**config.mk**
```make
export PLATFORM = sky130hd
export DESIGN_NAME = div_share_arbiter
export DESIGN_NICKNAME = d
export VERILOG_FILES = /design/src/rtl/div_share_arbiter.sv
export SDC_FILE = /design/constraint.sdc
export NUM_CORES = 1
export LEC_CHECK = 0
export CAP_MARGIN = 5
export CORE_ASPECT_RATIO = 0.5
export CORE_MARGIN = 10
export CORE_UTILIZATION = 43
export DETAILED_ROUTE_END_ITERATION = 10
export PLACE_DENSITY = 0.8
export SLEW_MARGIN = 15
export SYNTH_ARGS = -nofsm -noshare
export SYNTH_HDL_FRONTEND = slang
export SYNTH_SLANG_ARGS = --single-unit
```
**constraint.sdc**
```tcl
create_clock -name clk -period 4 [get_ports clk]
set_input_delay 0.8 -clock clk [delete_from_list [all_inputs] [get_ports clk]]
set_output_delay 0.8 -clock clk [all_outputs]
set_load 0.01 [all_outputs]
```
**src/rtl/div_share_arbiter.sv**
```systemverilog
// Round-robin front end that shares one W-bit unsigned divider among N_REQ
// requesters. One division is in flight at a time. A zero divisor is answered
// locally, and a watchdog answers with an error if the divider never acks.
module div_share_arbiter #(
  parameter int unsigned N_REQ   = 4,
  parameter int unsigned W       = 8,
  parameter int unsigned TIMEOUT = 64
) (
  input  logic               clk,
  input  logic               rst_n,
  input  logic [N_REQ-1:0]   req,
  input  logic [N_REQ*W-1:0] req_a,
  input  logic [N_REQ*W-1:0] req_b,
  output logic [N_REQ-1:0]   done,
  output logic [W-1:0]       res_quo,
  output logic [W-1:0]       res_rem,
  output logic               res_err,
  output logic               busy,
  output logic [W-1:0]       div_a,
  output logic [W-1:0]       div_b,
  output logic               div_vld,
  input  logic [W-1:0]       div_quo,
  input  logic [W-1:0]       div_rem,
  input  logic               div_ack
);

  localparam int unsigned IdxW    = (N_REQ > 1) ? $clog2(N_REQ) : 1;
  localparam logic [7:0]  TmoLast = 8'(TIMEOUT - 1);

  typedef enum logic [1:0] {StIdle, StIssue, StWait, StResp} state_e;

  state_e          state_q, state_d;
  logic [IdxW-1:0] rr_ptr_q, rr_ptr_d;
  logic [IdxW-1:0] idx_q, idx_d;
  logic [7:0]      tmo_cnt_q, tmo_cnt_d;

  logic [N_REQ-1:0] done_q, done_d;
  logic [W-1:0]     quo_q, quo_d;
  logic [W-1:0]     rem_q, rem_d;
  logic             err_q, err_d;
  logic             busy_q, busy_d;
  logic [W-1:0]     div_a_q, div_a_d;
  logic [W-1:0]     div_b_q, div_b_d;
  logic             vld_q, vld_d;

  logic [W-1:0]     a_arr [N_REQ];
  logic [W-1:0]     b_arr [N_REQ];
  logic             grant_vld;
  logic [IdxW-1:0]  grant_idx;
  int unsigned      cand;
  logic [W-1:0]     sel_a;
  logic [W-1:0]     sel_b;
  logic             tmo_hit;

  for (genvar i = 0; i < N_REQ; i++) begin : g_unpack
    assign a_arr[i] = req_a[i*W +: W];
    assign b_arr[i] = req_b[i*W +: W];
  end

  // Round-robin pick: first requester at or after rr_ptr, wrapping around.
  always_comb begin
    grant_vld = 1'b0;
    grant_idx = '0;
    cand      = 0;
    for (int unsigned k = 0; k < N_REQ; k++) begin
      cand = 32'(rr_ptr_q) + k;
      if (cand >= N_REQ) cand = cand - N_REQ;
      if (!grant_vld && req[cand[IdxW-1:0]]) begin
        grant_vld = 1'b1;
        grant_idx = cand[IdxW-1:0];
      end
    end
  end

  assign sel_a   = a_arr[grant_idx];
  assign sel_b   = b_arr[grant_idx];
  assign tmo_hit = (tmo_cnt_q == TmoLast);

  // State register.
  always_ff @(posedge clk or negedge rst_n) begin
    if (!rst_n) begin
      state_q <= StIdle;
    end else begin
      state_q <= state_d;
    end
  end

  // Next-state logic.
  always_comb begin
    state_d = state_q;
    unique case (state_q)
      StIdle: begin
        if (grant_vld) state_d = (sel_b == '0) ? StResp : StIssue;
      end
      StIssue: state_d = StWait;
      StWait: begin
        if (div_ack || tmo_hit) state_d = StResp;
      end
      StResp:  state_d = StIdle;
      default: state_d = StIdle;
    endcase
  end

  // Next values of the registered outputs and bookkeeping.
  always_comb begin
    idx_d     = idx_q;
    rr_ptr_d  = rr_ptr_q;
    tmo_cnt_d = tmo_cnt_q;
    div_a_d   = div_a_q;
    div_b_d   = div_b_q;
    vld_d     = 1'b0;
    done_d    = '0;
    quo_d     = quo_q;
    rem_d     = rem_q;
    err_d     = err_q;
    busy_d    = (state_d != StIdle);
    unique case (state_q)
      StIdle: begin
        if (grant_vld) begin
          idx_d   = grant_idx;
          div_a_d = sel_a;
          div_b_d = sel_b;
          if (sel_b == '0) begin
            // Divide-by-zero answered locally; the divider is never started.
            quo_d             = '1;
            rem_d             = sel_a;
            err_d             = 1'b1;
            done_d[grant_idx] = 1'b1;
          end else begin
            vld_d = 1'b1;
          end
        end
      end
      StIssue: tmo_cnt_d = '0;
      StWait: begin
        // An ack on the final watchdog cycle still wins.
        if (div_ack) begin
          quo_d         = div_quo;
          rem_d         = div_rem;
          err_d         = 1'b0;
          done_d[idx_q] = 1'b1;
        end else if (tmo_hit) begin
          quo_d         = '1;
          rem_d         = '1;
          err_d         = 1'b1;
          done_d[idx_q] = 1'b1;
        end else begin
          tmo_cnt_d = tmo_cnt_q + 8'd1;
        end
      end
      StResp: begin
        rr_ptr_d = (32'(idx_q) == N_REQ - 1) ? '0 : idx_q + 1'b1;
      end
      default: ;
    endcase
  end

  // Output and datapath registers.
  always_ff @(posedge clk or negedge rst_n) begin
    if (!rst_n) begin
      idx_q     <= '0;
      rr_ptr_q  <= '0;
      tmo_cnt_q <= '0;
      div_a_q   <= '0;
      div_b_q   <= '0;
      vld_q     <= 1'b0;
      done_q    <= '0;
      quo_q     <= '0;
      rem_q     <= '0;
      err_q     <= 1'b0;
      busy_q    <= 1'b0;
    end else begin
      idx_q     <= idx_d;
      rr_ptr_q  <= rr_ptr_d;
      tmo_cnt_q <= tmo_cnt_d;
      div_a_q   <= div_a_d;
      div_b_q   <= div_b_d;
      vld_q     <= vld_d;
      done_q    <= done_d;
      quo_q     <= quo_d;
      rem_q     <= rem_d;
      err_q     <= err_d;
      busy_q    <= busy_d;
    end
  end

  assign done    = done_q;
  assign res_quo = quo_q;
  assign res_rem = rem_q;
  assign res_err = err_q;
  assign busy    = busy_q;
  assign div_a   = div_a_q;
  assign div_b   = div_b_q;
  assign div_vld = vld_q;

endmodule

```
==> load_flow_metrics.sql, run 1 <==
INSERT INTO impl_metrics (metric_group, metric, value, unit) VALUES
('status', 'status', 'finished clean', ''),
('yosys', 'synth.avg_cell_area', '8.93', 'µm²'),
('worst_hold_path', 'worst_hold_path_type', 'flip-flop to flip-flop', ''),
('pwr', 'peak_vdd_ir', '0.000307', 'V'),
('sta', 'setup-violations-final', '0', ''),
('worst_setup_path', 'worst_setup_path_start_kind', 'input port', ''),
('worst_setup_path', 'crit_required', '4.21', 'ns'),
('grt', 'grt_start_max_net_pins', '42', ''),
('detailed_routing', 'drc', '0', ''),
('grt', 'first_global_vias', '2972', ''),
('sta', 'worst_pin_slew', '0.938', 'ns'),
('clocking', 'cts_sinks', '53', ''),
('yosys', 'netlist.top_cell.by_area', 'dfrtp_1', ''),
('worst_setup_path', 'worst_path_dominant_cell_family', 'buffers and inverters', ''),
('pwr', 'power.total', '3.12', 'mW'),
('floorplan', 'num_ports', '126', ''),
('floorplan', 'die-width', '139', 'µm'),
('worst_setup_path', 'critPathKind', 'input port to flip-flop', ''),
('clocking', 'cts_setup_buffers', '0', ''),
('floorplan', 'fp.dieArea', '11100', 'µm²'),
('worst_setup_path', 'signal_arrival_time_at_the_worst_endpoint', '3.91', 'ns'),
('detailed_routing', 'detail_route.vias_per_cell', '5.02', ''),
('finish', 'layout-area-overhead-vs-synth', '49.2', '%'),
('clocking', 'clockBufferDepth', '2', ''),
('clocking', 'htree_num_levels', '2', ''),
('finish', 'fin_util', '0.672', ''),
('detailed_routing', 'met2_length', '4.66', 'mm'),
('placement', 'routability_cong', '0.855', ''),
('floorplan', 'area_of_the_core', '6780', 'µm²'),
('yosys', 'synth.ff_latch_count', '53', ''),
('yosys', 'ys_warn_count', '0', ''),
('finish', 'layout-drive-gt1-share', '0.0557', ''),
('sta', 'slew_viol_final', '0', ''),
('clocking', 'clock-root-buffer', 'clkbuf_16', ''),
('detailed_routing', 'post_drt_wl_per_cell', '16.2', 'µm'),
('clocking', 'clk_pin_slew_worst_paths', '0.07', 'ns'),
('pwr', 'p_clk_frac', '0.162', ''),
('sta', 'finalCritPeriodShare', '0.926', ''),
('finish', 'antenna_diode_count', '0', ''),
('clocking', 'clock_network_latency_to_the_later_pin_of_the_worst_skew_pair', '0.29', 'ns'),
('grt', 'first_pass_grt_wire_length', '14.6', 'mm'),
('sta', 'slew_headroom', '0.375', ''),
('pwr', 'internal_power', '1.91', 'mW'),
('detailed_routing', 'final_antenna_net_count', '0', ''),
('yosys', 'mappedNetlistNets', '438', ''),
('worst_setup_path', 'cp_common_cell', 'mux2i_1', ''),
('finish', 'finalNetCount', '562', ''),
('worst_setup_path', 'worst_path_max_delay_cell', 'clkdlybuf4s50_1', ''),
('grt', 'gr-usage-all-layers', '0.159', ''),
('yosys', 'synthesis.area', '3050', 'µm²'),
('pwr', 'p_sw', '1.21', 'mW'),
('worst_setup_path', 'ff2ff_setup_slack', '0.74', 'ns'),
('flow_run', 'drv.max_cap_violation_count', '0', ''),
('detailed_routing', 'drt-initial-drc-count', '193', ''),
('sta', 'final.setup_skew', '0.00449', 'ns'),
('floorplan', 'initial_core_util', '0.451', ''),
('pwr', 'power.share.switching', '0.387', ''),
('detailed_routing', 'highest_layer', 'met4', ''),
('grt', 'globalRouteOverflowTotal', '0', ''),
('detailed_routing', 'detailedRoute.firstPassIterationCount', '4', ''),
('yosys', 'synth_top_cell_area_share', '0.434', ''),
('clocking', 'cts_buffers', '5', ''),
('clocking', 'cts_hold_buffers', '0', ''),
('pwr', 'pwr_density_cell', '684', 'nW/µm²'),
('clocking', 'ctsResizeCount', '0', ''),
('yosys', 'synth_sequential_area_ratio', '0.434', ''),
('placement', 'port_buffers', '125', ''),
('yosys', 'synth.area.top_cells', 'dfrtp_1 43%, mux2i_1 13%, nand2_1 12%', ''),
('sta', 'maxClockFrequency', '0.270', 'GHz'),
('floorplan', 'std_cell_rows', '21', ''),
('clocking', 'tritoncts', 'yes', '');
-- state kept, by name, indices dropped and copies added, names as in the netlist, 4 cells and up --
| register | flops |
|---|---|
| done | 4 |
| res_quo | 8 |
| tmo_cnt_q | 8 |
| res_rem | 8 |
| div_a | 8 |
| div_b | 8 |
-- cell usage in the layout (no fill, tap or decap), drive strengths merged, types with 2 or more instances in the layout --
| cell | netlist | routed |
|---|---|---|
| mux2 | 3 | 3 |
| nor2b | 3 | 3 |
| clkbuf | 12 | 6 |
| xnor2 | 3 | 3 |
| a31oi | 8 | 8 |
| a21boi | 2 | 2 |
| ha | 9 | 9 |
| clkdlybuf4s50 | 0 | 124 |
| o21ai | 7 | 7 |
| dfrtp | 53 | 53 |
| mux2i | 40 | 40 |
| inv | 23 | 23 |
| o22ai | 9 | 9 |
| and3 | 10 | 10 |
| nor4 | 3 | 3 |
| nor3 | 3 | 3 |
| buf | 5 | 10 |
| a21oi | 7 | 7 |
| nand2 | 99 | 99 |
| nand3 | 5 | 5 |
| nand2b | 3 | 3 |
| o31ai | 5 | 5 |
| nor2 | 18 | 18 |
-- cells in the mapped netlist, drive strengths merged --
cell	number
nand2	99
dfrtp	53
mux2i	40
inv	23
nor2	18
clkbuf	12
and3	10
ha	9
o22ai	9
a31oi	8
a21oi	7
o21ai	7
buf	5
nand3	5
o31ai	5
mux2	3
nand2b	3
nor2b	3
nor3	3
nor4	3
xnor2	3
a21boi	2
a21o	1
and2	1
nor3b	1
o211ai	1
o21bai	1
o221ai	1
o22a	1
o32a	1
o41ai	1
or2	1
or3b	1
xor2	1
-- through the flow --
stage                     instance area [µm²]  cells  hold slack (ns)  setup WS, ns
after floorplan                          3050    342            0.479         0.799
after global placement                   4380    551            0.458        0.0884
after detailed placement                 4380    551            0.462        0.0103
after CTS                                4560    559            0.480         0.303
after global routing                     4560    559            0.501        0.0417
final                                    4560    559            0.476         0.295
-- power groups by stage --
stage	logic [mW]	clock network (mW)	registers [mW]
3_5_place_dp	1.72	0	0.912
2_1_floorplan	0.976	0	0.968
6_report	1.70	0.504	0.908
3_3_place_gp	1.69	0	0.908
4_1_cts	1.73	0.510	0.909
5_1_grt	1.89	0.533	0.938
-- area by class of cell --
cell class                      instances  area, µm²
Clock buffer                            6        139
Clock inverter                          2       37.5
Sequential cell                        53       1330
Multi-Input combinational cell        249       1530
Timing Repair Buffer                  134       1330
Tap cell                               92        115
Inverter                               23       86.3
Fill cell                             572       2220
-- worst paths after layout --
kind	from	to	cells after the start
setup / recovery	req[1]	res_quo[7]$_DFFE_PN0P_	11
hold / removal	div_a[0]$_DFFE_PN0P_	div_a[0]$_DFFE_PN0P_	2
setup reg to reg	rr_ptr_q[1]$_DFFE_PN0N_	res_quo[7]$_DFFE_PN0P_	10
hold reg to reg	div_a[0]$_DFFE_PN0P_	div_a[0]$_DFFE_PN0P_	2
max in group asynchronous	rst_n	res_quo[5]$_DFFE_PN0P_	2
min in group asynchronous	rst_n	div_b[4]$_DFFE_PN0P_	1
-- cells by family (layout without fill, tap and decap cells) --
logic type,count (synthesis),after routing,share of synthesized area
AO/OA/AOI/OAI,45,45,0.102
XOR/XNOR,4,4,0.0115
adder cells (fa/ha/maj),9,9,0.0369
buffers and inverters,40,165,0.0660
flip-flops,53,53,0.434
multiplexers,43,43,0.143
AND/OR/NAND/NOR,148,148,0.206
-- worst min-delay path: stages, from the launching register on --
cell and delay [ns]:
dfrtp_1 0.34, nand2_1 0.05, nand2_1 0.06
-- per-layer routing --
layer | up-vias | global-route usage
li1 | 1396 | -
met1 | 1324 | 0.174
met2 | 72 | 0.293
met3 | 12 | 0.0529
met4 | 0 | 0.0404
met5 | - | 0
No activity file was read; power rests on OpenSTA's default activity.
==> inputs of run 2 (changes only) <==
--- a/config.mk
+++ b/config.mk
@@ -8,9 +8,9 @@
 export CAP_MARGIN = 5
 export CORE_ASPECT_RATIO = 0.5
 export CORE_MARGIN = 10
-export CORE_UTILIZATION = 43
+export CORE_UTILIZATION = 47
 export DETAILED_ROUTE_END_ITERATION = 10
-export PLACE_DENSITY = 0.8
+export PLACE_DENSITY = 0.87
 export SLEW_MARGIN = 15
 export SYNTH_ARGS = -nofsm -noshare
 export SYNTH_HDL_FRONTEND = slang
==> constraint.sdc (replaced) <==
create_clock -name clk -period 4.5 [get_ports clk]
set_input_delay 0.9 -clock clk [delete_from_list [all_inputs] [get_ports clk]]
set_output_delay 0.9 -clock clk [all_outputs]
set_load 0.01 [all_outputs]
==> load_flow_metrics.sql, run 2 (synthesized netlist as in run 1, its figures left out) <==
INSERT INTO impl_metrics (metric_group, metric, value, unit) VALUES
('finish', 'finalNetCount', '560', ''),
('finish', 'multiInputGateArea', '1530', 'µm²'),
('clocking', 'cts_buffers', '5', ''),
('worst_setup_path', 'cp-end-kind', 'flip-flop', ''),
('placement', 'detailedPlacementHpwl', '7.01', 'mm'),
('finish', 'storage_cell_area', '1330', 'µm²'),
('floorplan', 'die-width', '134', 'µm'),
('detailed_routing', 'vias', '2805', ''),
('detailed_routing', 'routed_wl', '9.16', 'mm'),
('worst_setup_path', 'cp_common_cell', 'mux2i_1', ''),
('sta', 'slew_viol_final', '0', ''),
('sta', 'worst_pin_slew', '0.804', 'ns'),
('clocking', 'clk_pin_slew_worst_paths', '0.07', 'ns'),
('sta', 'finalCritPeriodShare', '0.915', ''),
('detailed_routing', 'drt-initial-drc-count', '197', ''),
('finish', 'antenna_diode_count', '0', ''),
('worst_setup_path', 'path_cells', 'clkdlybuf4s50_1, mux2_1, o221ai_2, buf_6, mux2i_1, mux2i_1, nor4_1, nand2_2, a21oi_4, buf_4, mux2i_1', ''),
('finish', 'layout_common_cells', '124 x clkdlybuf4s50_1, 98 x nand2_1, 53 x dfrtp_1', ''),
('detailed_routing', 'detail_route.vias_per_cell', '5.07', ''),
('placement', 'placed_cells', '544', ''),
('grt', 'gr-usage-all-layers', '0.180', ''),
('worst_setup_path', 'signal_arrival_time_at_the_worst_endpoint', '4.33', 'ns'),
('sta', 'maxClockFrequency', '0.243', 'GHz'),
('detailed_routing', 'detailedRoute.firstPassIterationCount', '4', ''),
('grt', 'grt_start_max_net_pins', '54', ''),
('floorplan', 'num_ports', '126', ''),
('status', 'status', 'finished clean', ''),
('finish', 'leading_cell_type_in_the_layout_fill_and_taps_excluded', 'clkdlybuf4s50_1', ''),
('clocking', 'htree_num_levels', '2', ''),
('detailed_routing', 'post_drt_wl_per_cell', '16.6', 'µm'),
('sta', 'final_period_minus_worst_setup_slack', '4.12', 'ns'),
('pwr', 'pwr_density_cell', '619', 'nW/µm²'),
('worst_setup_path', 'peak_per_stage_delay_on_the_critical_path', '0.49', 'ns'),
('sta', 'setup-violations-final', '0', ''),
('placement', 'port_buffers', '125', ''),
('worst_setup_path', 'worstPathBufferInverterCount', '3', ''),
('clocking', 'cts_hold_buffers', '0', ''),
('finish', 'finish.instance_area', '4540', 'µm²'),
('grt', 'first_global_vias', '3061', ''),
('grt', 'first_pass_grt_wire_length', '15.2', 'mm'),
('sta', 'final_hold_viol_count', '0', ''),
('detailed_routing', 'final_antenna_net_count', '0', ''),
('sta', 'hold_ws', '0.476', 'ns'),
('pwr', 'p_leak', '2.16', 'nW'),
('clocking', 'ctsResizeCount', '0', ''),
('finish', 'layout-drive-gt1-share', '0.0516', ''),
('floorplan', 'initial_core_util', '0.494', ''),
('placement', 'post_dp_cell_area', '4340', 'µm²'),
('sta', 'slew_headroom', '0.464', ''),
('clocking', 'clockBufferDepth', '2', ''),
('worst_hold_path', 'worst_hold_path_type', 'flip-flop to flip-flop', ''),
('floorplan', 'fp.dieArea', '10300', 'µm²'),
('grt', 'globalRouteOverflowTotal', '0', ''),
('clocking', 'cts_setup_buffers', '0', ''),
('finish', 'filler_cell_count', '462', ''),
('clocking', 'cts_sinks', '53', ''),
('flow_run', 'drv.max_cap_violation_count', '0', ''),
('sta', 'final.setup_skew', '0.00458', 'ns'),
('detailed_routing', 'drc', '0', ''),
('finish', 'layout-area-overhead-vs-synth', '48.7', '%'),
('finish', 'fin_util', '0.735', ''),
('worst_setup_path', 'worst_setup_path_start_kind', 'input port', ''),
('worst_setup_path', 'crit_required', '4.71', 'ns'),
('worst_setup_path', 'critPathKind', 'input port to flip-flop', ''),
('grt', 'grt_antenna_before_repair', '0', ''),
('worst_setup_path', 'worst-path-max-fanout', '10', ''),
('worst_setup_path', 'worst_path_max_delay_cell', 'o221ai_2', ''),
('placement', 'routability_cong', '0.859', ''),
('worst_setup_path', 'worst_path_dominant_cell_family', 'buffers and inverters', ''),
('sta', 'unrepaired_setup_endpoints_after_global_routing', 'false', ''),
('clocking', 'clock-root-buffer', 'clkbuf_16', ''),
('pwr', 'peak_vdd_ir', '0.000244', 'V'),
('floorplan', 'std_cell_rows', '20', ''),
('clocking', 'clock_network_latency_to_the_later_pin_of_the_worst_skew_pair', '0.29', 'ns'),
('floorplan', 'dieHeight', '77', 'µm'),
('floorplan', 'area_of_the_core', '6180', 'µm²'),
('clocking', 'tritoncts', 'yes', ''),
('finish', 'post_layout_nonfiller_instances', '553', '');
==> run 2: metal layers <==
metal,vias to the layer above,wire (µm),track usage
met3,18,622,0.0553
met4,0,264,0.0659
li1,1385,-,-
met2,98,4600,0.318
met5,-,0,0
met1,1304,3670,0.201
==> run 2: worst paths after layout <==
path	depth (start not counted)	slack, ns	endpoint	start
min in group asynchronous	2	0.71	div_b[3]$_DFFE_PN0P_	rst_n
worst max register to register	10	0.93	res_rem[1]$_DFFE_PN0P_	rr_ptr_q[1]$_DFFE_PN0N_
worst min-delay path	2	0.48	div_b[3]$_DFFE_PN0P_	div_b[3]$_DFFE_PN0P_
worst min register to register	2	0.48	div_b[3]$_DFFE_PN0P_	div_b[3]$_DFFE_PN0P_
worst max-delay path	11	0.38	res_rem[1]$_DFFE_PN0P_	req[1]
max in group asynchronous	2	3.32	state_q[0]$_DFF_PN0_	rst_n
==> run 2: worst register-to-register path, delay by kind of cell (launching register included) <==
kind	cells	cell delay [ns]
simple gates	2	0.69
compound gates	2	0.88
buf+inv	2	0.48
mux	4	0.94
flops	1	0.50
==> run 2: metrics by stage <==
step | power [mW] | setup TNS, ns | setup WS [ns]
after floorplan | 1.73 | 0 | 1.20
after global placement | 2.27 | 0 | 0.0362
after detailed placement | 2.32 | -1.69 | -0.179
after CTS | 2.83 | 0 | 0.106
after global routing | 3.03 | 0 | 0.125
final | 2.81 | 0 | 0.381
==> run 2: final cells by class <==
cell class                 instances  area share
multi-input combinational        249       0.336
clock buffer                       5      0.0275
inverter                          23      0.0190
timing repair buffer             132       0.287
tap                               88      0.0242
sequential                        53       0.292
clock inverter                     3      0.0143
==> run 2: report_power, final <==
group	leakage (nW)	internal [mW]	switching (mW)
sequential	0.629	0.676	0.130
combinational	1.44	0.731	0.781
clock	0.0938	0.318	0.175
